### config.mk
export PLATFORM = sky130hd
export DESIGN_NAME = id_ex_issue_flat
export DESIGN_NICKNAME = d
export VERILOG_FILES = /design/src/rtl/id_ex_if.sv /design/src/rtl/id_ex_issue.sv /design/src/flat_wrapper.sv
export SDC_FILE = /design/constraint.sdc
export NUM_CORES = 1
export LEC_CHECK = 0
export CORE_AREA = 2 2 100 102
export DETAILED_ROUTE_END_ITERATION = 6
export DIE_AREA = 0 0 102 104
export PLACE_DENSITY = 0.82
export SYNTH_ARGS = -nofsm -noshare
export SYNTH_HDL_FRONTEND = slang
export SYNTH_SLANG_ARGS = --single-unit
### constraint.sdc
create_clock -name clk -period 5.05 [get_ports clk]
set_input_delay 0.7575 -clock clk [delete_from_list [all_inputs] [get_ports clk]]
set_output_delay 0.7575 -clock clk [all_outputs]
set_load 0.01 [all_outputs]
### src/rtl/id_ex_if.sv
// id_ex_if: decode-side instruction fields in, registered execute-stage bundle out
interface id_ex_if #(
  parameter int DW = 16,
  parameter int RW = 4,
  parameter int CW = 7
);
  logic          id_valid;
  logic [DW-1:0] id_pc;
  logic [DW-1:0] id_regA;
  logic [DW-1:0] id_regB;
  logic [DW-1:0] id_imm;
  logic [CW-1:0] id_ex_ctrl;
  logic [1:0]    id_mem_ctrl;
  logic [1:0]    id_wb_ctrl;
  logic [RW-1:0] id_rs;
  logic [RW-1:0] id_rt;
  logic [RW-1:0] id_rd;
  logic          id_use_rs;
  logic          id_use_rt;
  logic          id_halt;
  logic          ex_valid;
  logic          ex_halt;
  logic [DW-1:0] ex_pc;
  logic [DW-1:0] ex_regA;
  logic [DW-1:0] ex_regB;
  logic [DW-1:0] ex_imm;
  logic [CW-1:0] ex_ex_ctrl;
  logic [1:0]    ex_mem_ctrl;
  logic [1:0]    ex_wb_ctrl;
  logic [RW-1:0] ex_rs;
  logic [RW-1:0] ex_rt;
  logic [RW-1:0] ex_rd;
  modport master (
    input  id_valid, id_pc, id_regA, id_regB, id_imm, id_ex_ctrl, id_mem_ctrl, id_wb_ctrl,
           id_rs, id_rt, id_rd, id_use_rs, id_use_rt, id_halt,
    output ex_valid, ex_halt, ex_pc, ex_regA, ex_regB, ex_imm, ex_ex_ctrl, ex_mem_ctrl,
           ex_wb_ctrl, ex_rs, ex_rt, ex_rd
  );
  modport slave (
    output id_valid, id_pc, id_regA, id_regB, id_imm, id_ex_ctrl, id_mem_ctrl, id_wb_ctrl,
           id_rs, id_rt, id_rd, id_use_rs, id_use_rt, id_halt,
    input  ex_valid, ex_halt, ex_pc, ex_regA, ex_regB, ex_imm, ex_ex_ctrl, ex_mem_ctrl,
           ex_wb_ctrl, ex_rs, ex_rt, ex_rd
  );
endinterface

### src/rtl/id_ex_issue.sv
// id_ex_issue: ID/EX pipeline register with load-use bubbles, flush, hold and halt drain
module id_ex_issue #(
  parameter int DW  = 16,
  parameter int RW  = 4,
  parameter int CW  = 7,
  parameter int SCW = 16
) (
  input  logic           clk,
  input  logic           rst,
  input  logic           flush,
  input  logic           hold,
  id_ex_if.master        bus,
  output logic           stall_id,
  output logic           halted,
  output logic [SCW-1:0] stall_count
);
  typedef enum logic [1:0] {RUN, HALT_DRAIN, HALTED} state_t;
  state_t        state_q, state_d;
  logic [1:0]    drain_q, drain_d;
  logic [SCW-1:0] cnt_q, cnt_d;
  logic          valid_q, halt_q;
  logic [DW-1:0] pc_q, a_q, b_q, imm_q;
  logic [CW-1:0] ctrl_q;
  logic [1:0]    mem_q, wb_q;
  logic [RW-1:0] rs_q, rt_q, rd_q;
  logic          run, lu, cap;
  always_comb begin
    run      = state_q == RUN;
    lu       = valid_q & mem_q[1] & (rd_q != '0) & bus.id_valid &
               ((bus.id_use_rs & (bus.id_rs == rd_q)) | (bus.id_use_rt & (bus.id_rt == rd_q)));
    cap      = run & ~hold & ~flush & ~lu & bus.id_valid;
    stall_id = hold | ~run | (~flush & lu);
    state_d  = hold ? state_q :
               (cap & bus.id_halt) ? HALT_DRAIN :
               (state_q == HALT_DRAIN && drain_q == 2'd2) ? HALTED : state_q;
    drain_d  = (state_q == HALT_DRAIN && !hold) ? drain_q + 2'd1 : drain_q;
    cnt_d    = (run & ~hold & ~flush & lu & ~&cnt_q) ? cnt_q + SCW'(1) : cnt_q;
  end
  always_ff @(posedge clk) begin
    if (rst) begin
      state_q <= RUN;
      drain_q <= '0;
      cnt_q   <= '0;
      valid_q <= 1'b0;
      halt_q  <= 1'b0;
      pc_q    <= '0;
      a_q     <= '0;
      b_q     <= '0;
      imm_q   <= '0;
      ctrl_q  <= '0;
      mem_q   <= '0;
      wb_q    <= '0;
      rs_q    <= '0;
      rt_q    <= '0;
      rd_q    <= '0;
    end else begin
      state_q <= state_d;
      drain_q <= drain_d;
      cnt_q   <= cnt_d;
      if (!hold) begin
        valid_q <= cap;
        halt_q  <= cap & bus.id_halt;
        pc_q    <= cap ? bus.id_pc : '0;
        a_q     <= cap ? bus.id_regA : '0;
        b_q     <= cap ? bus.id_regB : '0;
        imm_q   <= cap ? bus.id_imm : '0;
        ctrl_q  <= cap ? bus.id_ex_ctrl : '0;
        mem_q   <= cap ? bus.id_mem_ctrl : '0;
        wb_q    <= cap ? bus.id_wb_ctrl : '0;
        rs_q    <= cap ? bus.id_rs : '0;
        rt_q    <= cap ? bus.id_rt : '0;
        rd_q    <= cap ? bus.id_rd : '0;
      end
    end
  end
  assign bus.ex_valid    = valid_q;
  assign bus.ex_halt     = halt_q;
  assign bus.ex_pc       = pc_q;
  assign bus.ex_regA     = a_q;
  assign bus.ex_regB     = b_q;
  assign bus.ex_imm      = imm_q;
  assign bus.ex_ex_ctrl  = ctrl_q;
  assign bus.ex_mem_ctrl = mem_q;
  assign bus.ex_wb_ctrl  = wb_q;
  assign bus.ex_rs       = rs_q;
  assign bus.ex_rt       = rt_q;
  assign bus.ex_rd       = rd_q;
  assign halted          = state_q == HALTED;
  assign stall_count     = cnt_q;
endmodule

### src/flat_wrapper.sv
// flat-port wrapper written by rule: the top's interface ports become plain ports
module id_ex_issue_flat 
#(
  parameter int DW  = 16,
  parameter int RW  = 4,
  parameter int CW  = 7,
  parameter int SCW = 16
)
  (clk, rst, flush, hold, stall_id, halted, stall_count, bus_id_valid, bus_id_pc, bus_id_regA, bus_id_regB, bus_id_imm, bus_id_ex_ctrl, bus_id_mem_ctrl, bus_id_wb_ctrl, bus_id_rs, bus_id_rt, bus_id_rd, bus_id_use_rs, bus_id_use_rt, bus_id_halt, bus_ex_valid, bus_ex_halt, bus_ex_pc, bus_ex_regA, bus_ex_regB, bus_ex_imm, bus_ex_ex_ctrl, bus_ex_mem_ctrl, bus_ex_wb_ctrl, bus_ex_rs, bus_ex_rt, bus_ex_rd);
  id_ex_if #(.DW(DW), .RW(RW), .CW(CW)) bus_i ();
  input  logic clk;
  input  logic rst;
  input  logic flush;
  input  logic hold;
  output logic stall_id;
  output logic halted;
  output logic [SCW-1:0] stall_count;
  input wire logic [$bits(bus_i.id_valid)-1:0] bus_id_valid;
  input wire logic [$bits(bus_i.id_pc)-1:0] bus_id_pc;
  input wire logic [$bits(bus_i.id_regA)-1:0] bus_id_regA;
  input wire logic [$bits(bus_i.id_regB)-1:0] bus_id_regB;
  input wire logic [$bits(bus_i.id_imm)-1:0] bus_id_imm;
  input wire logic [$bits(bus_i.id_ex_ctrl)-1:0] bus_id_ex_ctrl;
  input wire logic [$bits(bus_i.id_mem_ctrl)-1:0] bus_id_mem_ctrl;
  input wire logic [$bits(bus_i.id_wb_ctrl)-1:0] bus_id_wb_ctrl;
  input wire logic [$bits(bus_i.id_rs)-1:0] bus_id_rs;
  input wire logic [$bits(bus_i.id_rt)-1:0] bus_id_rt;
  input wire logic [$bits(bus_i.id_rd)-1:0] bus_id_rd;
  input wire logic [$bits(bus_i.id_use_rs)-1:0] bus_id_use_rs;
  input wire logic [$bits(bus_i.id_use_rt)-1:0] bus_id_use_rt;
  input wire logic [$bits(bus_i.id_halt)-1:0] bus_id_halt;
  output wire logic [$bits(bus_i.ex_valid)-1:0] bus_ex_valid;
  output wire logic [$bits(bus_i.ex_halt)-1:0] bus_ex_halt;
  output wire logic [$bits(bus_i.ex_pc)-1:0] bus_ex_pc;
  output wire logic [$bits(bus_i.ex_regA)-1:0] bus_ex_regA;
  output wire logic [$bits(bus_i.ex_regB)-1:0] bus_ex_regB;
  output wire logic [$bits(bus_i.ex_imm)-1:0] bus_ex_imm;
  output wire logic [$bits(bus_i.ex_ex_ctrl)-1:0] bus_ex_ex_ctrl;
  output wire logic [$bits(bus_i.ex_mem_ctrl)-1:0] bus_ex_mem_ctrl;
  output wire logic [$bits(bus_i.ex_wb_ctrl)-1:0] bus_ex_wb_ctrl;
  output wire logic [$bits(bus_i.ex_rs)-1:0] bus_ex_rs;
  output wire logic [$bits(bus_i.ex_rt)-1:0] bus_ex_rt;
  output wire logic [$bits(bus_i.ex_rd)-1:0] bus_ex_rd;
  assign bus_i.id_valid = bus_id_valid;
  assign bus_i.id_pc = bus_id_pc;
  assign bus_i.id_regA = bus_id_regA;
  assign bus_i.id_regB = bus_id_regB;
  assign bus_i.id_imm = bus_id_imm;
  assign bus_i.id_ex_ctrl = bus_id_ex_ctrl;
  assign bus_i.id_mem_ctrl = bus_id_mem_ctrl;
  assign bus_i.id_wb_ctrl = bus_id_wb_ctrl;
  assign bus_i.id_rs = bus_id_rs;
  assign bus_i.id_rt = bus_id_rt;
  assign bus_i.id_rd = bus_id_rd;
  assign bus_i.id_use_rs = bus_id_use_rs;
  assign bus_i.id_use_rt = bus_id_use_rt;
  assign bus_i.id_halt = bus_id_halt;
  assign bus_ex_valid = bus_i.ex_valid;
  assign bus_ex_halt = bus_i.ex_halt;
  assign bus_ex_pc = bus_i.ex_pc;
  assign bus_ex_regA = bus_i.ex_regA;
  assign bus_ex_regB = bus_i.ex_regB;
  assign bus_ex_imm = bus_i.ex_imm;
  assign bus_ex_ex_ctrl = bus_i.ex_ex_ctrl;
  assign bus_ex_mem_ctrl = bus_i.ex_mem_ctrl;
  assign bus_ex_wb_ctrl = bus_i.ex_wb_ctrl;
  assign bus_ex_rs = bus_i.ex_rs;
  assign bus_ex_rt = bus_i.ex_rt;
  assign bus_ex_rd = bus_i.ex_rd;
  id_ex_issue #(.DW(DW), .RW(RW), .CW(CW), .SCW(SCW)) u_core (.clk(clk), .rst(rst), .flush(flush), .hold(hold), .bus(bus_i), .stall_id(stall_id), .halted(halted), .stall_count(stall_count));
endmodule
# == Word level (Yosys, flattened, before mapping) ==
# Cells that the tools add are included.
# op_classes
n_addsub,2
eq_ne,5
mux,12
bitwise_logic,21
reduce_logical,9
# ops
cell,n
16-bit 2-to-1 mux,4
"16-bit by 1-bit adder with 16-bit output, second input constant",1
16-bit AND reduction,1
1-bit AND,14
4-bit 2-to-1 mux,3
4-bit == test,2
2-bit 2-to-1 mux,4
7-bit 2-to-1 mux,1
"2-bit == test, second input constant",2
1-bit NOT,4
4-bit nonzero test,1
1-bit bitwise OR,3
"2-bit by 1-bit adder with 2-bit output, second input constant",1
"2-bit by 1-bit == test with 1-bit output, second input constant",1
1-bit logical AND,2
1-bit logical NOT,2
2-bit logical NOT,1
2-bit AND reduction,1
2-bit nonzero test,1
# word_totals
ff_bits,109
input_bits,95
output_inout_bits,107

# == Longest topological paths before layout ==
# Gate-level depths: netlist of the first run.
# depth
depth_word,10
mapped_depth,9
ltp_nobuf,7

# == Worst setup path before layout of the first run ==
# OpenSTA, ideal clock, no wires.
# synth_timing
path_type,input port to output port
start,input port bus_id_rt[1]
end,output port stall_id
arrival_time_ps,1850
t_required_ps,4293
path_slack_ps,2443
cell_stages,5
cell_sequence,xor2_1 nor4_2 o21ai_4 clkbuf_1 o21ai_0
# synth_between
elab_chain_len,6
# synth_lines
item,line_no,rtl
from (decl),flat_wrapper.sv:27,input wire logic [$bits(bus_i.id_rt)-1:0] bus_id_rt;
4-bit == test,id_ex_issue.sv:30,((bus.id_use_rs & (bus.id_rs == rd_q)) | (bus.id_use_rt & (bus.id_rt == rd_q)));
1-bit AND,id_ex_issue.sv:30,
1-bit bitwise OR,id_ex_issue.sv:30,
1-bit AND,id_ex_issue.sv:29,lu = valid_q & mem_q[1] & (rd_q != '0) & bus.id_valid &
1-bit AND,id_ex_issue.sv:32,stall_id = hold | ~run | (~flush & lu);
1-bit bitwise OR,id_ex_issue.sv:32,
to (decl),flat_wrapper.sv:15,output logic stall_id;
# No other way between the ends.

# == Final worst setup path of the first run ==
# layout_timing
start,input port bus_id_rs[1]
end,output port stall_id
# layout_between
elab_chain_len,6
# layout_lines
item,line_no,rtl
from (decl),flat_wrapper.sv:26,input wire logic [$bits(bus_i.id_rs)-1:0] bus_id_rs;
4-bit == test,id_ex_issue.sv:30,
1-bit AND,id_ex_issue.sv:30,
1-bit bitwise OR,id_ex_issue.sv:30,
1-bit AND,id_ex_issue.sv:29,
1-bit AND,id_ex_issue.sv:32,
1-bit bitwise OR,id_ex_issue.sv:32,
# No other way between the ends.

==> results.toml, run 1 <==
[synth]
ys_types = 40
ys_ff_latch = 109
syn-num-nets = 440
syn_avg_cell_area_sq_um = 11.3
syn-instance-count = 343
netlist_area_sq_mm = 0.00387
yosysWarnings = 0
seq_area_frac_synth = 0.563

[hold_path]
timing.hold.worst.class = "flip-flop to flip-flop"
worstHoldStart = "u_core.bus.ex_regB[8]"

[timing]
setup_slack_ps = 1490
setup_viol = 0
worst_slew_pin_slew_ps = 827
hold_violations = 0
whs_ps = 486
period_needed_ps = 3560
fmax_ghz = 0.281
skew_ps = 6.77
maxSlewViolCount = 0
min_period_over_period = 0.704
rsz0062_at_grt = "false"
tns_ps = 0
relSlewSlack = 0.449

[drt]
antenna_left = 0
vias = 3481
drt_iter0_markers = 117
firstDrtPassIters = 4
wl_per_cell_um = 16.4
drc = 0
wirelength_um = 11000
vias_per_cell = 5.20

[final_layout]
layout.cells.most_common = "clkdlybuf4s50_1"
fillers = 778
final_cell_mix = "201 x clkdlybuf4s50_1, 109 x dfxtp_1, 88 x a22o_1"
areaGrowthSynthToFinish_pct = 59.6
antennaDiodeCount = 0
fin_nets = 629
fin_cells = 670
post-route-util = 0.647
drive_gt1_frac = 0.0577

[placed_design]
port_buffers = 201
dp_slack_ps = 1470
dpl.cell_count = 654
post-dp-hpwl_um = 7970
gp_congestion = 0.753

[clocking]
cts_resized = 0
clk_pin_slew_ps = 100
cts_made_buffers = 9
cts_max_level = 3
cts_tree = "yes"
clock-sinks = 109
clk_latency_ps = 380
clk_path_buf_depth = 2
post_cts_buffers = 0
root_buffer = "clkbuf_8"
hold_buffers = 0

[critical_path]
r2r_start = "u_core.bus.ex_rd[1]"
critical_path_class = "primary input to primary output"
cp_top_family = "buffers and inverters"
cp_slowest_cell = "o21ai_4"
path_buf_inv = 2
path_cells = "clkdlybuf4s50_1 > xor2_1 > nor4_4 > o21ai_4 > o21ai_0 > clkdlybuf4s50_1"
cp.required_ps = 4290
cp_common_cell = "clkdlybuf4s50_1"
worstSetupEndpointType = "primary output"
max_stage_delay_ps = 530
cp.arrival_ps = 2800
startpoint = "bus_id_rs[1]"
r2r_slack_ps = 2250
cp_max_fo = 28
critPathLaunchType = "primary input"

[power_and_ir_drop]
p_sw_mw = 0.372
p_sw_frac = 0.232
leakagePower_nw = 2.26
p_per_area_mw_per_mm2 = 260
ir_worst_vdd_mv = 0.241
sequentialPowerShare = 0.554
p_int_mw = 1.23
p_clk_frac = 0.337
p_comb_frac = 0.109

[grt]
grt.total_usage = 0.208
grt_pass1_vias = 3468
grt_pass1_wl_um = 17600
grt_max_degree = 56
antenna_found_initial = 0
grt-ovfl-total = 0

[die]
design.die.area_sq_mm = 0.0106
initial_core_util = 0.406
die_y_um = 104
die_w_um = 102
core_region_area_sq_mm = 0.00955
fp-row-count = 36
io_pins = 202

[outcome]
status = "complete, no violations"

[run]
max_cap_viol_count = 0
==> kinds of logic (layout without fill, tap and decap cells) <==
kind of cell / Yosys count / in the layout / share of synthesized area
xor gates and xnor gates: 9 / 9 / 0.0203
muxes: 6 / 6 / 0.0171
buffers and inverters: 29 / 223 / 0.0355
adders and majority gates: 2 / 2 / 0.00646
and+or+nand+nor: 73 / 73 / 0.113
AOI/OAI and AO/OA: 115 / 115 / 0.245
DFF: 109 / 109 / 0.563
==> power by group through the flow <==
stage / registers, mW / logic (mW) / clock network (mW)
final: 0.889 / 0.176 / 0.541
after CTS: 0.889 / 0.177 / 0.553
after detailed placement: 0.909 / 0.177 / 0
after global placement: 0.908 / 0.173 / 0
after global routing: 0.892 / 0.187 / 0.588
after floorplan: 0.915 / 0.0453 / 0
==> routing by layer <==
layer | GRT usage | wire length, um | vias to the layer above | part of all wire
met3 | 0.0733 | 881 | 19 | 0.080
met1 | 0.241 | 4330 | 1631 | 0.39
met2 | 0.353 | 5560 | 146 | 0.51
li1 | - | - | 1685 | -
met4 | 0.0657 | 236 | 0 | 0.021
met5 | 0 | 0 | - | 0
==> sequential cells by signal (all words and copies together) (netlist names) <==
name	cells
u_core.bus.ex_imm	16
u_core.bus.ex_pc	16
u_core.bus.ex_regA	16
u_core.bus.ex_regB	16
u_core.stall_count	16
u_core.bus.ex_ex_ctrl	7
u_core.bus.ex_rd	4
u_core.bus.ex_rs	4
u_core.bus.ex_rt	4
u_core.bus.ex_mem_ctrl	2
u_core.bus.ex_wb_ctrl	2
u_core.drain_q	2
u_core.state_q	2
u_core.bus.ex_halt	1
u_core.bus.ex_valid	1
==> layout make-up <==
cell class                 instances  area (sq um)  area share
clock buffer                      11           141      0.0229
tap                              133           166      0.0269
timing repair buffer             204          2060       0.333
sequential                       109          2180       0.353
clock inverter                     5          58.8     0.00951
multi-input combinational        205          1560       0.253
inverter                           3          11.3     0.00182
==> final timing paths <==
check | cells past startpoint | to
max reg2reg | 6 | u_core.bus.ex_pc[15]
min reg2reg | 1 | u_core.bus.ex_regB[8]
max | 6 | stall_id
min | 1 | u_core.bus.ex_regB[8]
==> cells in the mapped netlist <==
master / instances / share of area
a31oi_1: 1 / 0.0016
or4_1: 5 / 0.0097
and2_1: 1 / 0.0016
a311oi_1: 1 / 0.0023
inv_1: 3 / 0.0029
nand3_1: 7 / 0.0090
or2_2: 1 / 0.0016
and3_1: 5 / 0.0081
nor2_1: 12 / 0.012
buf_2: 8 / 0.010
nand2b_1: 1 / 0.0016
clkbuf_1: 14 / 0.014
xnor2_1: 3 / 0.0068
nand4_1: 6 / 0.0097
a22o_1: 88 / 0.20
or3_1: 4 / 0.0065
buf_6: 2 / 0.0058
nor4_1: 1 / 0.0016
nor3_1: 4 / 0.0052
nand3_2: 1 / 0.0026
nor3b_1: 2 / 0.0039
nor4_4: 2 / 0.011
nor4_2: 1 / 0.0032
nor2b_1: 6 / 0.0097
mux2_2: 5 / 0.015
dfxtp_1: 109 / 0.56
buf_1: 1 / 0.00097
buf_4: 1 / 0.0019
o311ai_0: 1 / 0.0023
o41ai_1: 1 / 0.0023
ha_1: 2 / 0.0065
a21oi_1: 11 / 0.014
a32o_1: 1 / 0.0026
and4_1: 2 / 0.0045
mux2i_1: 1 / 0.0026
o21ai_4: 1 / 0.0042
nand2_1: 12 / 0.012
xor2_1: 6 / 0.014
o31ai_1: 5 / 0.0097
o21ai_0: 5 / 0.0065
==> stage by stage <==
step                cell area (sq um)  power [mW]
finish                           6180        1.61
global route                     6180        1.67
CTS                              6180        1.62
detailed placement               5980        1.09
global placement                 5980        1.08
floorplan                        3870       0.960
No activity file was read; power rests on OpenSTA's default activity.
==> run 2, diff against run 1 <==
- CORE_AREA: 2 2 100 102 -> 2 2 109 111
- DIE_AREA: 0 0 102 104 -> 0 0 111 113
- PLACE_DENSITY: 0.82 -> 0.74
- clock period: 5.05 -> 3.25 ns (I/O delays scaled with it)
==> run 2 against run 1 <==
Net effect:
- sequential power rose by 55%
- via count rose by 0.49%
- non-clock buffer count rose by 3
- first-iteration DRC count rose by 57%
- die area rose by 18%
- sequential share of layout area fell by 0.62 points
- cell area rose by 1.8%
==> results.toml, run 2 (synthesis results as in run 1) <==
[final_layout]
antennaDiodeCount = 0
fin_nets = 632
fin_cells = 682
final_cell_mix = "201 x clkdlybuf4s50_1, 109 x dfxtp_1, 88 x a22o_1"
layout.cells.most_common = "clkdlybuf4s50_1"
drive_gt1_frac = 0.0631
postLayoutCellArea_sq_mm = 0.00629
areaGrowthSynthToFinish_pct = 62.4

[drt]
vias = 3498
drt_iter0_markers = 184
firstDrtPassIters = 4
wirelength_um = 10900
wl_per_cell_um = 16.0
antenna_left = 0
vias_per_cell = 5.13
drc = 0

[placed_design]
dpl.cell_count = 667
port_buffers = 201
placed_cell_area_sq_mm = 0.00599
gp_congestion = 0.775
post-dp-hpwl_um = 8010

[hold_path]
timing.hold.worst.class = "flip-flop to flip-flop"

[critical_path]
max_stage_delay_ps = 560
cp_slowest_cell = "clkdlybuf4s50_1"
cp.required_ps = 2760
critPathLaunchType = "primary input"
cp_max_fo = 2
worstSetupEndpointType = "primary output"
cp_common_cell = "clkdlybuf4s50_1"
cp.arrival_ps = 2310
critical_path_class = "primary input to primary output"
path_cells = "clkdlybuf4s50_1 > xor2_1 > nor4_2 > o21ai_4 > o21ai_0 > clkdlybuf4s50_1"

[clocking]
clk_latency_ps = 340
root_buffer = "clkbuf_16"
cts_made_buffers = 9
post_cts_buffers = 0
cts_tree = "yes"
cts_resized = 0
hold_buffers = 0
clk_pin_slew_ps = 70
clock-sinks = 109
cts_max_level = 3
clk_path_buf_depth = 2

[die]
die_w_um = 111
fp-row-count = 39
core_region_area_sq_mm = 0.0113
die_y_um = 113
design.die.area_sq_mm = 0.0125
initial_core_util = 0.344
io_pins = 202

[timing]
skew_ps = 7.03
fmax_ghz = 0.358
rsz0062_at_grt = "false"
min_period_over_period = 0.861
worst_slew_pin_slew_ps = 547
maxSlewViolCount = 0
relSlewSlack = 0.635
period_needed_ps = 2800
hold_violations = 0
tns_ps = 0
setup_viol = 0

[grt]
grt_max_degree = 53
grt_pass1_wl_um = 17100
grt.total_usage = 0.168
grt_pass1_vias = 3398
antenna_found_initial = 0
grt-ovfl-total = 0

[power_and_ir_drop]
ir_worst_vdd_mv = 0.226
leakagePower_nw = 2.32
p_per_area_mw_per_mm2 = 439

[run]
max_cap_viol_count = 0

[outcome]
status = "complete, no violations"
run 2: through the flow:
stage	utilization	power (mW)	hold slack [ps]	setup WS, ps
6_report	0.558	2.76	479	453
3_5_place_dp	0.532	1.68	463	426
3_3_place_gp	0.532	1.68	460	445
5_1_grt	0.558	2.86	490	352
4_1_cts	0.558	2.80	483	430
2_1_floorplan	-	1.49	496	1180
run 2: worst max-delay path, delay by kind of cell:
kind / cells / cell delay [ps]
AND/OR/NAND/NOR: 1 / 390
AO/OA/AOI/OAI: 2 / 250
buffers and inverters: 2 / 1010
XOR/XNOR: 1 / 170
run 2: where the power goes:
group	leakage, nW	switching, mW	internal [mW]	total, mW
combinational	1.29	0.0968	0.174	0.271
sequential	0.883	0.0178	1.36	1.38
clock	0.147	0.479	0.633	1.11
run 2: path summary, 6_finish.rpt:
check,slack (ps),depth (start not counted),end,from
max,450,6,stall_id,bus_id_rt[1]
min reg2reg,480,1,u_core.bus.ex_pc[13],u_core.bus.ex_pc[13]
max reg2reg,980,7,u_core.bus.ex_imm[13],u_core.bus.ex_rd[1]
min,480,1,u_core.bus.ex_pc[13],u_core.bus.ex_pc[13]
run 2: cell type report:
| cell class | count | area [sq um] |
|---|---|---|
| timing repair buffer | 207 | 2060 |
| inverter | 3 | 11.3 |
| clock inverter | 4 | 47.5 |
| fill | 1008 | 4980 |
| sequential | 109 | 2180 |
| tap | 143 | 179 |
| multi-input combinational | 205 | 1560 |
| clock buffer | 11 | 253 |
run 2: routing by layer:
metal  global-route usage  vias up  part of all wire
met5                    0        -                 0
met4               0.0800        0             0.023
met3               0.0418       17             0.066
met2                0.287      130              0.50
met1                0.200     1660              0.41
li1                     -     1691                 -
==> run 3, diff against run 2 <==
- CTS_CLUSTER_SIZE: default -> 14
==> results of run 3 <==
Same layout as run 2: the final DEF is identical, and so are final timing and power.
